**config.mk**
```make
export PLATFORM = sky130hd
export DESIGN_NAME = crack_ctrl
export DESIGN_NICKNAME = d
export VERILOG_FILES = /design/src/rtl/crack_pkg.sv /design/src/rtl/crack_winner_sel.sv /design/src/rtl/crack_ctrl.sv
export SDC_FILE = /design/constraint.sdc
export NUM_CORES = 1
export LEC_CHECK = 0
export ABC_AREA = 1
export BUFFER_PORTS_ARGS = -buffer_cell sky130_fd_sc_hd__buf_2
export CAP_MARGIN = 5
export CELL_PAD_IN_SITES_DETAIL_PLACEMENT = 1
export CELL_PAD_IN_SITES_GLOBAL_PLACEMENT = 1
export CORE_AREA = 2 2 121 123
export DETAILED_ROUTE_END_ITERATION = 6
export DIE_AREA = 0 0 123 125
export MAX_ROUTING_LAYER = met4
export PLACE_DENSITY = 0.88
export SLEW_MARGIN = 20
export SYNTH_ARGS = -nofsm -noshare
export SYNTH_HDL_FRONTEND = slang
export SYNTH_SLANG_ARGS = --single-unit
```
**constraint.sdc**
```tcl
create_clock -name clk -period 2.35 [get_ports clk]
set_clock_uncertainty 0.15 [all_clocks]
set_input_delay 0.1175 -clock clk [delete_from_list [all_inputs] [get_ports clk]]
set_output_delay 0.1175 -clock clk [all_outputs]
set_load 0.02 [all_outputs]
```
**src/rtl/crack_pkg.sv**
```systemverilog
// ============================================================================
// Module      : crack_pkg
// Description : Shared types and constants for the crack core scheduler.
//               Holds the controller state encoding and the default widths.
// Revision    : 1.0 - initial release
// ============================================================================
`default_nettype none

package crack_pkg;

   // Controller states, explicitly 4 bits wide
   typedef enum logic [3:0] {
      S_IDLE      = 4'd0,
      S_CLR       = 4'd1,
      S_WAITRDY   = 4'd2,
      S_LAUNCH    = 4'd3,
      S_RUN       = 4'd4,
      S_CPLEN     = 4'd5,
      S_CPY       = 4'd6,
      S_DONE_GOOD = 4'd7,
      S_DONE_BAD  = 4'd8
   } ctrl_state_t;

   localparam int KEY_W_DEF = 24;
   localparam int PT_AW     = 8;
   localparam int MAX_CORES = 16;
   // Width of a core index; covers every legal core count
   localparam int IDX_W     = $clog2(MAX_CORES);

endpackage

`default_nettype wire

```
**src/rtl/crack_winner_sel.sv**
```systemverilog
// ============================================================================
// Module      : crack_winner_sel
// Description : Lowest-index priority encoder over cores that have finished
//               and hold a valid key.
// Ports       : finished  - per-core finished flags
//               key_valid - per-core key-found flags
//               found     - at least one finished core has a valid key
//               idx       - lowest index of such a core (0 when none)
// Revision    : 1.0 - initial release
// ============================================================================
`default_nettype none

module crack_winner_sel
   import crack_pkg::*;
#(
   parameter int NUM_CORES = 4
) (
   input  logic [NUM_CORES-1:0] finished,
   input  logic [NUM_CORES-1:0] key_valid,
   output logic                 found,
   output logic [IDX_W-1:0]     idx
);

   logic [NUM_CORES-1:0] hit;

   assign hit = finished & key_valid;

   // Walk from the top down so the lowest set index is the last one written
   always_comb begin
      found = |hit;
      idx   = '0;
      for (int i = NUM_CORES - 1; i >= 0; i--) begin
         if (hit[i]) begin
            idx = IDX_W'(i);
         end
      end
   end

endmodule

`default_nettype wire

```
**src/rtl/crack_ctrl.sv**
```systemverilog
// ============================================================================
// Module      : crack_ctrl
// Description : Scheduler for NUM_CORES parallel brute-force crack cores.
//               Resets and launches all cores together, picks the first core
//               reporting a valid key, halts the losers and copies the
//               winner's length-prefixed plaintext into shared memory.
// Ports       : clk, rst            - clock, synchronous active-high reset
//               start, rdy          - run request / controller idle or done
//               key, key_valid      - winning key and its qualifier
//               winner              - index of the winning core
//               num_cores           - core count broadcast to every core
//               core_rst_n, core_en - per-core reset and launch pulse
//               core_rdy, core_key_valid, core_key - per-core status
//               pt_rd_addr, core_pt_rddata - local plaintext read port
//               pt_wren, pt_addr, pt_wrdata - shared plaintext write port
// Revision    : 1.0 - initial release
// ============================================================================
`default_nettype none

module crack_ctrl
   import crack_pkg::*;
#(
   parameter int NUM_CORES = 4,
   parameter int KEY_W     = KEY_W_DEF,
   parameter int ADDR_W    = PT_AW
) (
   input  logic                        clk,
   input  logic                        rst,
   input  logic                        start,
   output logic                        rdy,
   output logic [KEY_W-1:0]            key,
   output logic                        key_valid,
   output logic [7:0]                  num_cores,
   output logic [NUM_CORES-1:0]        core_rst_n,
   output logic [NUM_CORES-1:0]        core_en,
   input  logic [NUM_CORES-1:0]        core_rdy,
   input  logic [NUM_CORES-1:0]        core_key_valid,
   input  logic [NUM_CORES*KEY_W-1:0]  core_key,
   output logic [ADDR_W-1:0]           pt_rd_addr,
   input  logic [NUM_CORES*ADDR_W-1:0] core_pt_rddata,
   output logic                        pt_wren,
   output logic [ADDR_W-1:0]           pt_addr,
   output logic [ADDR_W-1:0]           pt_wrdata,
   output logic [3:0]                  winner
);

   localparam logic [ADDR_W:0]   IDX_ONE = 1;
   localparam logic [ADDR_W-1:0] RD_ONE  = 1;

   ctrl_state_t          state_q, state_d;
   logic [NUM_CORES-1:0] busy_seen_q, busy_seen_d;
   logic [KEY_W-1:0]     key_q, key_d;
   logic [IDX_W-1:0]     winner_q, winner_d;
   logic [ADDR_W:0]      idx_q, idx_d;      // one extra bit so L=255 ends without wrap
   logic [ADDR_W-1:0]    len_q, len_d;

   logic [NUM_CORES-1:0] finished;
   logic                 found;
   logic [IDX_W-1:0]     found_idx;
   logic [KEY_W-1:0]     found_key;
   logic [ADDR_W-1:0]    cpy_data;
   logic [ADDR_W-1:0]    cpy_len;
   logic                 cpy_last;
   logic [NUM_CORES-1:0] winner_oh;

   // A core counts as finished only once it has been seen busy this run,
   // so the ready level left over from launch is not mistaken for a finish.
   assign finished = busy_seen_q & core_rdy;

   crack_winner_sel #(
      .NUM_CORES (NUM_CORES)
   ) u_winner_sel (
      .finished  (finished),
      .key_valid (core_key_valid),
      .found     (found),
      .idx       (found_idx)
   );

   // Per-core muxes written as loops so no select can index past NUM_CORES
   always_comb begin
      found_key = '0;
      cpy_data  = '0;
      winner_oh = '0;
      for (int j = 0; j < NUM_CORES; j++) begin
         if (found_idx == IDX_W'(j)) begin
            found_key = core_key[j*KEY_W +: KEY_W];
         end
         if (winner_q == IDX_W'(j)) begin
            cpy_data     = core_pt_rddata[j*ADDR_W +: ADDR_W];
            winner_oh[j] = 1'b1;
         end
      end
   end

   // The length byte arrives on the first copy cycle, before it can be latched
   assign cpy_len  = (idx_q == '0) ? cpy_data : len_q;
   assign cpy_last = (idx_q == {1'b0, cpy_len});

   // Next-state logic
   always_comb begin
      state_d     = state_q;
      busy_seen_d = busy_seen_q;
      key_d       = key_q;
      winner_d    = winner_q;
      idx_d       = idx_q;
      len_d       = len_q;
      case (state_q)
         S_IDLE: begin
            if (start) state_d = S_CLR;
         end
         S_CLR: begin
            busy_seen_d = '0;
            state_d     = S_WAITRDY;
         end
         S_WAITRDY: begin
            if (&core_rdy) state_d = S_LAUNCH;
         end
         S_LAUNCH: begin
            state_d = S_RUN;
         end
         S_RUN: begin
            busy_seen_d = busy_seen_q | ~core_rdy;
            // A valid finish takes precedence over all cores having finished
            if (found) begin
               winner_d = found_idx;
               key_d    = found_key;
               state_d  = S_CPLEN;
            end else if (&finished) begin
               state_d = S_DONE_BAD;
            end
         end
         S_CPLEN: begin
            idx_d   = '0;
            state_d = S_CPY;
         end
         S_CPY: begin
            if (idx_q == '0) len_d = cpy_data;
            if (cpy_last) begin
               state_d = S_DONE_GOOD;
            end else begin
               idx_d = idx_q + IDX_ONE;
            end
         end
         S_DONE_GOOD: state_d = S_DONE_GOOD;
         S_DONE_BAD:  state_d = S_DONE_BAD;
         default:     state_d = S_IDLE;
      endcase
   end

   // Output decode
   always_comb begin
      rdy        = 1'b0;
      key_valid  = 1'b0;
      core_en    = '0;
      core_rst_n = '0;
      pt_wren    = 1'b0;
      pt_addr    = '0;
      pt_wrdata  = '0;
      pt_rd_addr = '0;
      case (state_q)
         S_IDLE: begin
            rdy = 1'b1;
         end
         S_WAITRDY, S_RUN: begin
            core_rst_n = '1;
         end
         S_LAUNCH: begin
            core_rst_n = '1;
            core_en    = '1;
         end
         S_CPLEN: begin
            core_rst_n = winner_oh;
         end
         S_CPY: begin
            core_rst_n = winner_oh;
            pt_wren    = 1'b1;
            pt_addr    = idx_q[ADDR_W-1:0];
            pt_wrdata  = cpy_data;
            // Read address runs one ahead of the write so the copy is gapless
            pt_rd_addr = cpy_last ? idx_q[ADDR_W-1:0] : (idx_q[ADDR_W-1:0] + RD_ONE);
         end
         S_DONE_GOOD: begin
            rdy        = 1'b1;
            key_valid  = 1'b1;
            core_rst_n = winner_oh;
         end
         S_DONE_BAD: begin
            rdy        = 1'b1;
            core_rst_n = '1;
         end
         default: begin
            rdy = 1'b0;
         end
      endcase
   end

   assign key       = key_q;
   assign winner    = winner_q;
   assign num_cores = 8'(NUM_CORES);

   always_ff @(posedge clk) begin
      if (rst) begin
         state_q     <= S_IDLE;
         busy_seen_q <= '0;
         key_q       <= '0;
         winner_q    <= '0;
         idx_q       <= '0;
         len_q       <= '0;
      end else begin
         state_q     <= state_d;
         busy_seen_q <= busy_seen_d;
         key_q       <= key_d;
         winner_q    <= winner_d;
         idx_q       <= idx_d;
         len_q       <= len_d;
      end
   end

endmodule

`default_nettype wire

```
Word level (Yosys, flattened, before mapping):

Index checks and enable logic that the tools add are counted.

* register bits after elaboration: 53
* bits of input ports: 139
* output and inout bits: 71
* word-level logic and storage cells: 82

* add/sub/neg operators: 2
* equality and inequality tests: 20
* mux-type cells: 35
* bitwise logic cells: 4
* reductions and logical operators: 15

Operators with widths (count)
* $mux W24: 4
* $mux W8: 9
* $pmux W4 S9: 1
* $eq A4 B2 Y1 const B: 6
* $mux W4: 6
* $pmux W9 S2: 1
* $eq A4 B3 Y1 const B: 4
* $pmux W4 S2: 2
* $eq A4 B1 Y1 const B: 3
* $logic_not A4 Y1: 3
* $reduce_and A4 Y1: 3
* $add A9 B1 Y9 const B: 1
* $eq A9 B8 Y1: 1
* $logic_not A9 Y1: 1
* $mux W9: 1
* $add A8 B1 Y8 const B: 1
* $and A4 B4 Y4: 2
* $mux W2: 4
* $ne A2 B2 Y1 const B: 4
* $reduce_or A4 Y1: 2
* $mux W1: 7
* $reduce_or A3 Y1: 2
* $eq A4 B4 Y1 const B: 1
* $not A4 Y4: 1
* 4 further kinds: 6

Longest topological paths before layout:

Gate-level depths: netlist (run 1).

* depth in word-level cells: 11
* depth in mapped cells: 17
* gate-level depth less buffers: 17

Hierarchy:

From an unflattened synthesis (run 1), not the netlist that was laid out.

* cells, all modules: 641
* area, all modules: 4023.9 µm²

By module, submodules not included
* crack_ctrl: instances 1, cells each 625, area each 3942.5 µm², sequential area each 1061.0 µm²
* crack_winner_sel: instances 1, cells each 16, area each 81.3 µm², sequential area each 0.0 µm²

Worst setup path after synthesis (run 1):

No wires, ideal clock.

* kind: register to output
* from: reg idx_q[0]
* to: out pt_rd_addr[6]
* arrival: 2.194 ns
* required time: 2.082 ns
* setup slack: -0.111 ns
* stages on the path, launching flop included: 17
* path buffers: 2
* path through: dfxtp_1 inv_1 ha_1 inv_1 nor2_1 nand2_1 nor2_2 buf_6 or2_1 nand2_1 nand2_1 nand3_1 nor2_2 nand3_4 buf_2 o21ai_0 a21oi_1

* word-level cells in the longest chain between the ends: 5
* elaborated cells on any way between the ends: 6
* classes of those cells: add/sub: 1; eq/ne: 1; mux: 3; reduce/logical: 1

Ends and longest elaborated chain
* start: declaration: line crack_ctrl.sv:54 `logic [ADDR_W:0] idx_q, idx_d;`
* start signal: assignment: line crack_ctrl.sv:214 `idx_q <= idx_d;`
* $logic_not A9 Y1: line crack_ctrl.sv:96 `assign cpy_len = (idx_q == '0) ? cpy_data : len_q;`
* $mux W8
* $eq A9 B8 Y1: line crack_ctrl.sv:97 `assign cpy_last = (idx_q == {1'b0, cpy_len});`
* $mux W8 *: line crack_ctrl.sv:180 `pt_rd_addr = cpy_last ? idx_q[ADDR_W-1:0] : (idx_q[ADDR_W-1:0] + RD_ONE);`
* $mux W8 *: line crack_ctrl.sv:160 `case (state_q)`
* end: declaration: line crack_ctrl.sv:39 `output logic [ADDR_W-1:0] pt_rd_addr,`

Mark *: on every way between the ends. The rest lies on a longest branch, timed or not.

Worst setup path in the final report (run 1):

* from: reg idx_q[1]
* to: out pt_rd_addr[2]

Same word-level chain as after synthesis.

==> summary.md, run 1 <==
| Metric | Value |
|---|---|
| Status | complete, but fails checks |
| Failing checks | negative setup slack |
| Hpwl dp | 12,500 um |
| Port Buffers | 199 |
| Share of the synthesized area in the top cell type | 0.284 |
| Antenna viol nets, final | 0 |
| Slew @ Worst Pin | 0.698 ns |
| Tmin final | 2.90 ns |
| Area of the mapped netlist | between 3000 and 4000 sq um |
| Critical Path RT | 2.08 ns |
| Peak supply drop | 0.262 mV |
| Remaining DRCs | 0 |
| Max-slew violation count | 0 |
| Crit path max-delay cell type | dfxtp_2 |
| Worst path bufs/invs | 5 |
| Hold crit path type | in2reg |
| Dominant cell by count in the synthesized netlist | nand2_1 |
| Top routing layer in use | met4 |
| Synthesis-to-finish area growth | 78.1% |
| Number of max-cap violations | 0 |
| Distinct cell type count after synthesis | 40 |
| Fin. Hold Viols | 0 |
| Area leader, netlist | dfxtp_1 |
| CTS tree | built |
| Num CTS Buffers | 5 |
| H-tree lvl count | 2 |
| Cell Chain, Critical Path | inv_2, ha_4, inv_2, nor2_4, nand2_2, nor2_4, buf_6, or2_4, nand2_4, nand2_2, nand2_2, nor3_4, buf_6, nand3_4, o21ai_2, a21oi_2, buf_4 |
| Setup CP Type | reg2out |
| RSZ-0062 raised after global routing | yes |
| Met2 WL | 9970 um |
| Worst rel slew slack | 0.534 |
| Boundary pin count | 210 |
| Die X | 123 um |
| Asr flop ratio synth | 0 |
| DR pass1 iterations | 5 |
| CTS max path bufs | 2 |
| Worst-Skew Late Latency | 0.31 ns |
| CP startpoint | idx_q[1] |
| Commonest cells in the synthesized netlist | 141 x nand2_1, 60 x a21oi_1, 51 x dfxtp_1 |
| WL met3 | 1710 um |
| CP startpoint kind | flop |
| Via density per instance | 5.10 |
| Share of cells above drive strength 1 | 0.389 |
| CP peak stage delay | around 0.34 ns |
| FILL cells | 1,816 |
| Finished Layout Cells | around 1,100 |
| Finished Cell Area | 6400 sq um |
| Core Util, Final | 0.450 |
| P_int | 1.91 mW |
| Hold path startpoint | core_key[27] |
| Placed insts | between 900 and 1,000 |
| Die area | about 15,000 sq um |
| Yosys warnings | 0 |
| Starting density of the core | 0.253 |
| Register share of total power | 0.307 |
| Sw Share | 0.401 |
| Power per cell area | 498 nW/um^2 |
| Detailed-route wire length | between 20,000 and 25,000 um |
| P_sw | 1.28 mW |
| Final Cycle Share | 1.23 |
| Multi-input combinational cell area | approximately 2400 sq um |
| CP Capture Type | primary output |
| Leak pwr | roughly 3 nW |
| Post-synth EDFFs | 0 |
| Seq/Total Area, Yosys | 0.284 |
| GPL Wtd Cong | 0.862 |
| 1st-iter DRT viols | 303 |
| Clock share of power | 0.236 |
| Nets | 1,033 |
| CTS root buf | clkbuf_16 |
| Clock Pin Slew Worst Setup and Hold Paths | 0.08 ns |
| Reg-to-reg critical path startpoint | idx_q[1] |
| Worst Slack Setup Final | -0.546 ns |
| CP Max Fanout | 7 |
| Std-Cell Rows | 44 |
| WL/cell | between 15 and 20 um |
| Dominant synthesized flop cell | dfxtp_1 |
| DRT met1 WL | between 7000 and 8000 um |
| Hold_ws | 0.0324 ns |
| Dpl cell area | around 5000 sq um |
| Vias in the first global route | 5,845 |
| Worst reg-to-reg setup slack | -0.48 ns |
| Seq cells post-synth | 51 |
| CP dominant cell by count | nand2_2 |
| Antenna violations before repair | 1 |
| Worst Path Arrival | 2.63 ns |
| Total track usage | 0.260 |
| Mean Syn Cell Area | 6.34 sq um |
| Family with the most delay on the worst path | simple AND/OR/NAND/NOR gates |
| Die Span Y | approximately 130 um |
| Total global routing overflow | 0 |
| Via count | about 5,500 |
| Fmax | 0.345 GHz |
| Combinational power share | 0.457 |
| First-pass GRT wire length | just over 30,000 um |
| Synth area leaders | dfxtp_1 28%, nand2_1 15%, a21oi_1 8.4% |
| Cells after Synth | 567 |
| Setup-failing EPs final | 20 |
| Register area | approximately 1000 sq um |
| Clk sinks | around 50 |
| Largest net degree at the start of global routing | 29 |
| Core area | 14,200 sq um |
-- worst paths after layout --
check	endpoint	cells past startpoint
worst min-delay path	key[3]	3
worst max register to register	idx_q[1]	19
worst min register to register	busy_seen_q[2]	2
worst max-delay path	pt_rd_addr[2]	17
-- tightest hold or removal path: stages --
cell	delay, ns
buf_2	0.09
nand2_1	0.09
a41oi_1	0.13
-- logic make-up after synthesis --
family / synth area share
AOI/OAI and AO/OA: 0.240
buffers and inverters: 0.121
DFF: 0.284
xor gates and xnor gates: 0.0146
other: 0.00209
and+or+nand+nor: 0.331
adders and majority gates: 0.00697
-- routing by layer --
layer  vias up  GRT usage
li1       2547          -
met1      2577      0.286
met2       305      0.442
met3        69     0.0648
met4         0      0.113
met5         -          -
-- state kept, by name, summed over array words and instances, names as in the netlist --
signal	cells
key	24
idx_q	9
len_q	8
busy_seen_q	4
state_q	4
winner	2
-- stage by stage --
| step | total power [mW] | worst slack [ns] | setup TNS, ns |
|---|---|---|---|
| 2_1_floorplan | 1.74 | 0.0422 | 0 |
| 3_3_place_gp | 2.19 | -0.0953 | -1.35 |
| 3_5_place_dp | 2.22 | -0.200 | -3.35 |
| 4_1_cts | 3.10 | -0.456 | -6.60 |
| 5_1_grt | 3.37 | -0.686 | -11.89 |
| 6_report | 3.19 | -0.546 | -9.00 |
-- layout by cell type (no fill, tap or decap), types with 3 or more instances in the layout --
master           n
nand3_2          6
or2_2            4
xor2_1           4
nand2_2          8
buf_4           66
clkbuf_16        5
buf_6           10
o21ai_2          7
dfxtp_1         48
nand2_4          3
o21ai_0         38
a21oi_1         48
nor3_1           5
inv_1           44
nand2_1        132
a211oi_1         5
nor2_1          44
dfxtp_2          3
nand3_4          3
conb_1          10
a221oi_2         3
a22o_1           6
a21oi_2         11
dlygate4sd3_1   81
nor2_2           4
nor2_4           7
inv_2            4
buf_2          192
a221oi_1         3
nand4_1          4
nand3_1         41
a41oi_1         18
-- repair_timing --
action,in CTS,in global routing
hold buffers,81,0
endpoints found under the hold margin,27,0
cloned,1,1
setup buffers,2,5
pin swaps,2,19
endpoints found under the setup margin,20,28
gates resized for setup,28,47
-- power by group through the flow --
stage               logic (mW)  registers [mW]  clock network, mW
detailed placement        1.22           0.994                  0
CTS                       1.36           0.975              0.774
global route              1.58           0.985              0.801
finish                    1.46           0.978              0.754
global placement          1.19           0.992                  0
floorplan                0.750           0.995                  0
-- layout make-up --
class                   count  share of cell area
diodes                      2            0.000782
clock buffers               6              0.0201
clock inverters             2             0.00196
inverters                  50              0.0299
multi-input cells         433               0.375
flip-flops and latches     51               0.160
well taps                 184              0.0360
repair buffers            350               0.375
repair inverters            1            0.000782
(Power assumes the default switching activity.)
==> inputs of run 2 (changes only) <==
--- a/config.mk
+++ b/config.mk
@@ -6,15 +6,16 @@
 export NUM_CORES = 1
 export LEC_CHECK = 0
 export ABC_AREA = 1
-export BUFFER_PORTS_ARGS = -buffer_cell sky130_fd_sc_hd__buf_2
 export CAP_MARGIN = 5
 export CELL_PAD_IN_SITES_DETAIL_PLACEMENT = 1
 export CELL_PAD_IN_SITES_GLOBAL_PLACEMENT = 1
-export CORE_AREA = 2 2 121 123
+export CORE_AREA = 2 2 102 104
 export DETAILED_ROUTE_END_ITERATION = 6
-export DIE_AREA = 0 0 123 125
+export DIE_AREA = 0 0 104 106
+export DONT_BUFFER_PORTS = 1
 export MAX_ROUTING_LAYER = met4
-export PLACE_DENSITY = 0.88
+export PLACE_DENSITY = 0.86
+export SETUP_SLACK_MARGIN = 0.15
 export SLEW_MARGIN = 20
 export SYNTH_ARGS = -nofsm -noshare
 export SYNTH_HDL_FRONTEND = slang
==> summary.md, run 2 (synthesis gave the netlist of run 1 again) <==
| Metric | Value |
|---|---|
| Status | complete, but fails checks |
| Failing checks | negative setup slack |
| Max-slew violation count | 0 |
| CP Max Fanout | 6 |
| Power per cell area | about 520 nW/um^2 |
| Nets | around 900 |
| Num CTS Buffers | 5 |
| Number of max-cap violations | 0 |
| Synthesis-to-finish area growth | 64.4% |
| DR pass1 iterations | 4 |
| Antenna violations before repair | 3 |
| Fin. Hold Viols | 0 |
| Leak pwr | ~2.4 nW |
| Die area | 11,000 sq um |
| H-tree lvl count | 2 |
| Std-Cell Rows | 37 |
| Largest net degree at the start of global routing | 35 |
| Via density per instance | 6.09 |
| Worst-Skew Late Latency | 0.32 ns |
| GPL Wtd Cong | 0.968 |
| Detailed-route wire length | 22,400 um |
| Hpwl dp | 11,200 um |
| Starting density of the core | 0.359 |
| Die Span Y | ~110 um |
| CP startpoint kind | flop |
| Cell Chain, Critical Path | inv_2, ha_4, inv_2, nor2_4, nand2_2, nor2_4, buf_6, or2_4, nand2_1, nand2_2, nand3_2, nor2_4, nand3_4, buf_12, a21oi_4 |
| CP dominant cell by count | nor2_4 |
| Total global routing overflow | 0 |
| R2R depth | 20 |
| Setup-failing EPs final | 21 |
| Placed insts | 734 |
| Vias in the first global route | 5,478 |
| Max reg flops | 24 |
| Peak supply drop | 0.263 mV |
| CTS max path bufs | 2 |
| Total track usage | 0.356 |
| Slew @ Worst Pin | 1.17 ns |
| RSZ-0062 raised after global routing | yes |
| WHS Path Cells | 4 |
| Via count | 5,329 |
| Final Cycle Share | 1.25 |
| CP Capture Type | primary output |
| CP peak stage delay | between 0.3 and 0.4 ns |
| Boundary pin count | 210 |
| Hold path startpoint | start |
| Remaining DRCs | 0 |
| Antenna viol nets, final | 0 |
| Clock Pin Slew Worst Setup and Hold Paths | between 0.1 and 0.15 ns |
| Port Buffers | 0 |
| CP startpoint | idx_q[1] |
| Crit path max-delay cell type | dfxtp_2 |
| WL/cell | 25.6 um |
| Worst reg-to-reg setup slack | -0.50 ns |
| Clk sinks | 51 |
| Critical Path RT | 2.08 ns |
| FF-to-FF End | len_q[1] |
| Commonest cells after routing, fill and taps aside | 122 x nand2_1, 102 x dlygate4sd3_1, 77 x buf_4, 44 x dfxtp_1 |
| Share of cells above drive strength 1 | 0.283 |
| Die X | 104 um |
| Setup CP Type | reg2out |
| Core area | 10000 sq um |
| Worst Path Arrival | about 2.7 ns |
| Commonest non-fill, non-tap cell in the layout | nand2_1 |
| Worst Slack Setup Final | -0.597 ns |
| CTS tree | built |
| Fmax | 0.339 GHz |
| Reg-to-reg critical path startpoint | idx_q[1] |
| Tmin final | 2.95 ns |
| First-pass GRT wire length | 30,200 um |
| Setup_tns | -10.19 ns |
| Worst hold endpoint | state_q[2] |
| Worst rel slew slack | 0.215 |
| CTS root buf | clkbuf_8 |
| Hold crit path type | in2reg |
| 1st-iter DRT viols | 381 |
| Finished Layout Cells | roughly 900 |
==> run 2: cell count changes in the layout (fill, tap and decap cells not counted), moves of 8 or more <==
cell / delta
nand3_2: +14
buf_2: -191
dlygate4sd3_1: +21
nand2_1: -10
nand2_2: +8
buf_4: +11
nand3_1: -14
==> run 2: layer usage <==
layer | vias to the layer above | part of all wire | global-route usage
met5 | - | 0 | -
met4 | 0 | 0.077 | 0.192
met3 | 145 | 0.089 | 0.0638
met2 | 444 | 0.49 | 0.625
met1 | 2500 | 0.34 | 0.384
li1 | 2240 | - | -
==> run 2: worst max path at each step <==
stage | endpoint | slack (ns) | cells after the start
6_report | pt_rd_addr[3] | -0.60 | 15
5_1_grt | pt_rd_addr[3] | -0.70 | 14
4_1_cts | pt_rd_addr[3] | -0.48 | 15
3_5_place_dp | idx_q[2] | -0.22 | 16
3_3_place_gp | pt_rd_addr[0] | -0.03 | 14
2_1_floorplan | pt_rd_addr[6] | 0.15 | 15
==> run 2: layout make-up <==
cell class | instances | area (sq um)
antenna | 3 | 7.51
clock buffer | 8 | 100
fill | 1258 | 4090
inverter | 50 | 201
multi-input combinational | 433 | 2620
sequential | 51 | 1030
tap | 136 | 170
timing repair buffer | 193 | 1770
timing repair inverter | 1 | 5.00
==> run 2: timing repair <==
| item | 4_1_cts | 5_1_grt |
|---|---|---|
| endpoints found under the hold margin | 44 | 0 |
| setup buffers | 12 | 14 |
| gates resized for setup | 28 | 81 |
| cloned | 1 | 1 |
| hold buffers | 102 | 0 |
| pin swaps | 12 | 24 |
| setup endpoints to repair | 22 | 58 |
==> run 2: where the power goes <==
group	internal, mW	total [mW]	leakage [nW]	switching, mW
registers	0.928	1.00	0.415	0.0749
clock network	0.270	0.585	0.0515	0.314
logic	0.550	1.48	1.95	0.932
==> run 2: metrics by stage <==
| step | worst slack [ns] | power, mW | instance area [sq um] | util | hold slack [ns] |
|---|---|---|---|---|---|
| global route | -0.697 | 3.19 | 5910 | 0.591 | 0.0508 |
| floorplan | 0.148 | 1.76 | 3760 | - | 0.0677 |
| detailed placement | -0.216 | 2.02 | 4160 | 0.416 | 0.0357 |
| global placement | -0.0312 | 1.97 | 4160 | 0.416 | 0.0348 |
| CTS | -0.476 | 2.83 | 5490 | 0.549 | 0.0149 |
| finish | -0.597 | 3.07 | 5910 | 0.591 | 0.0393 |
==> run 2: critical path: cells and delay by family (launching register included) <==
family	cells	cell delay (ns)
adders and majority gates	1	0.13
and+or+nand+nor	9	1.20
buffers and inverters	4	0.46
DFF	1	0.35
AOI/OAI and AO/OA	1	0.21
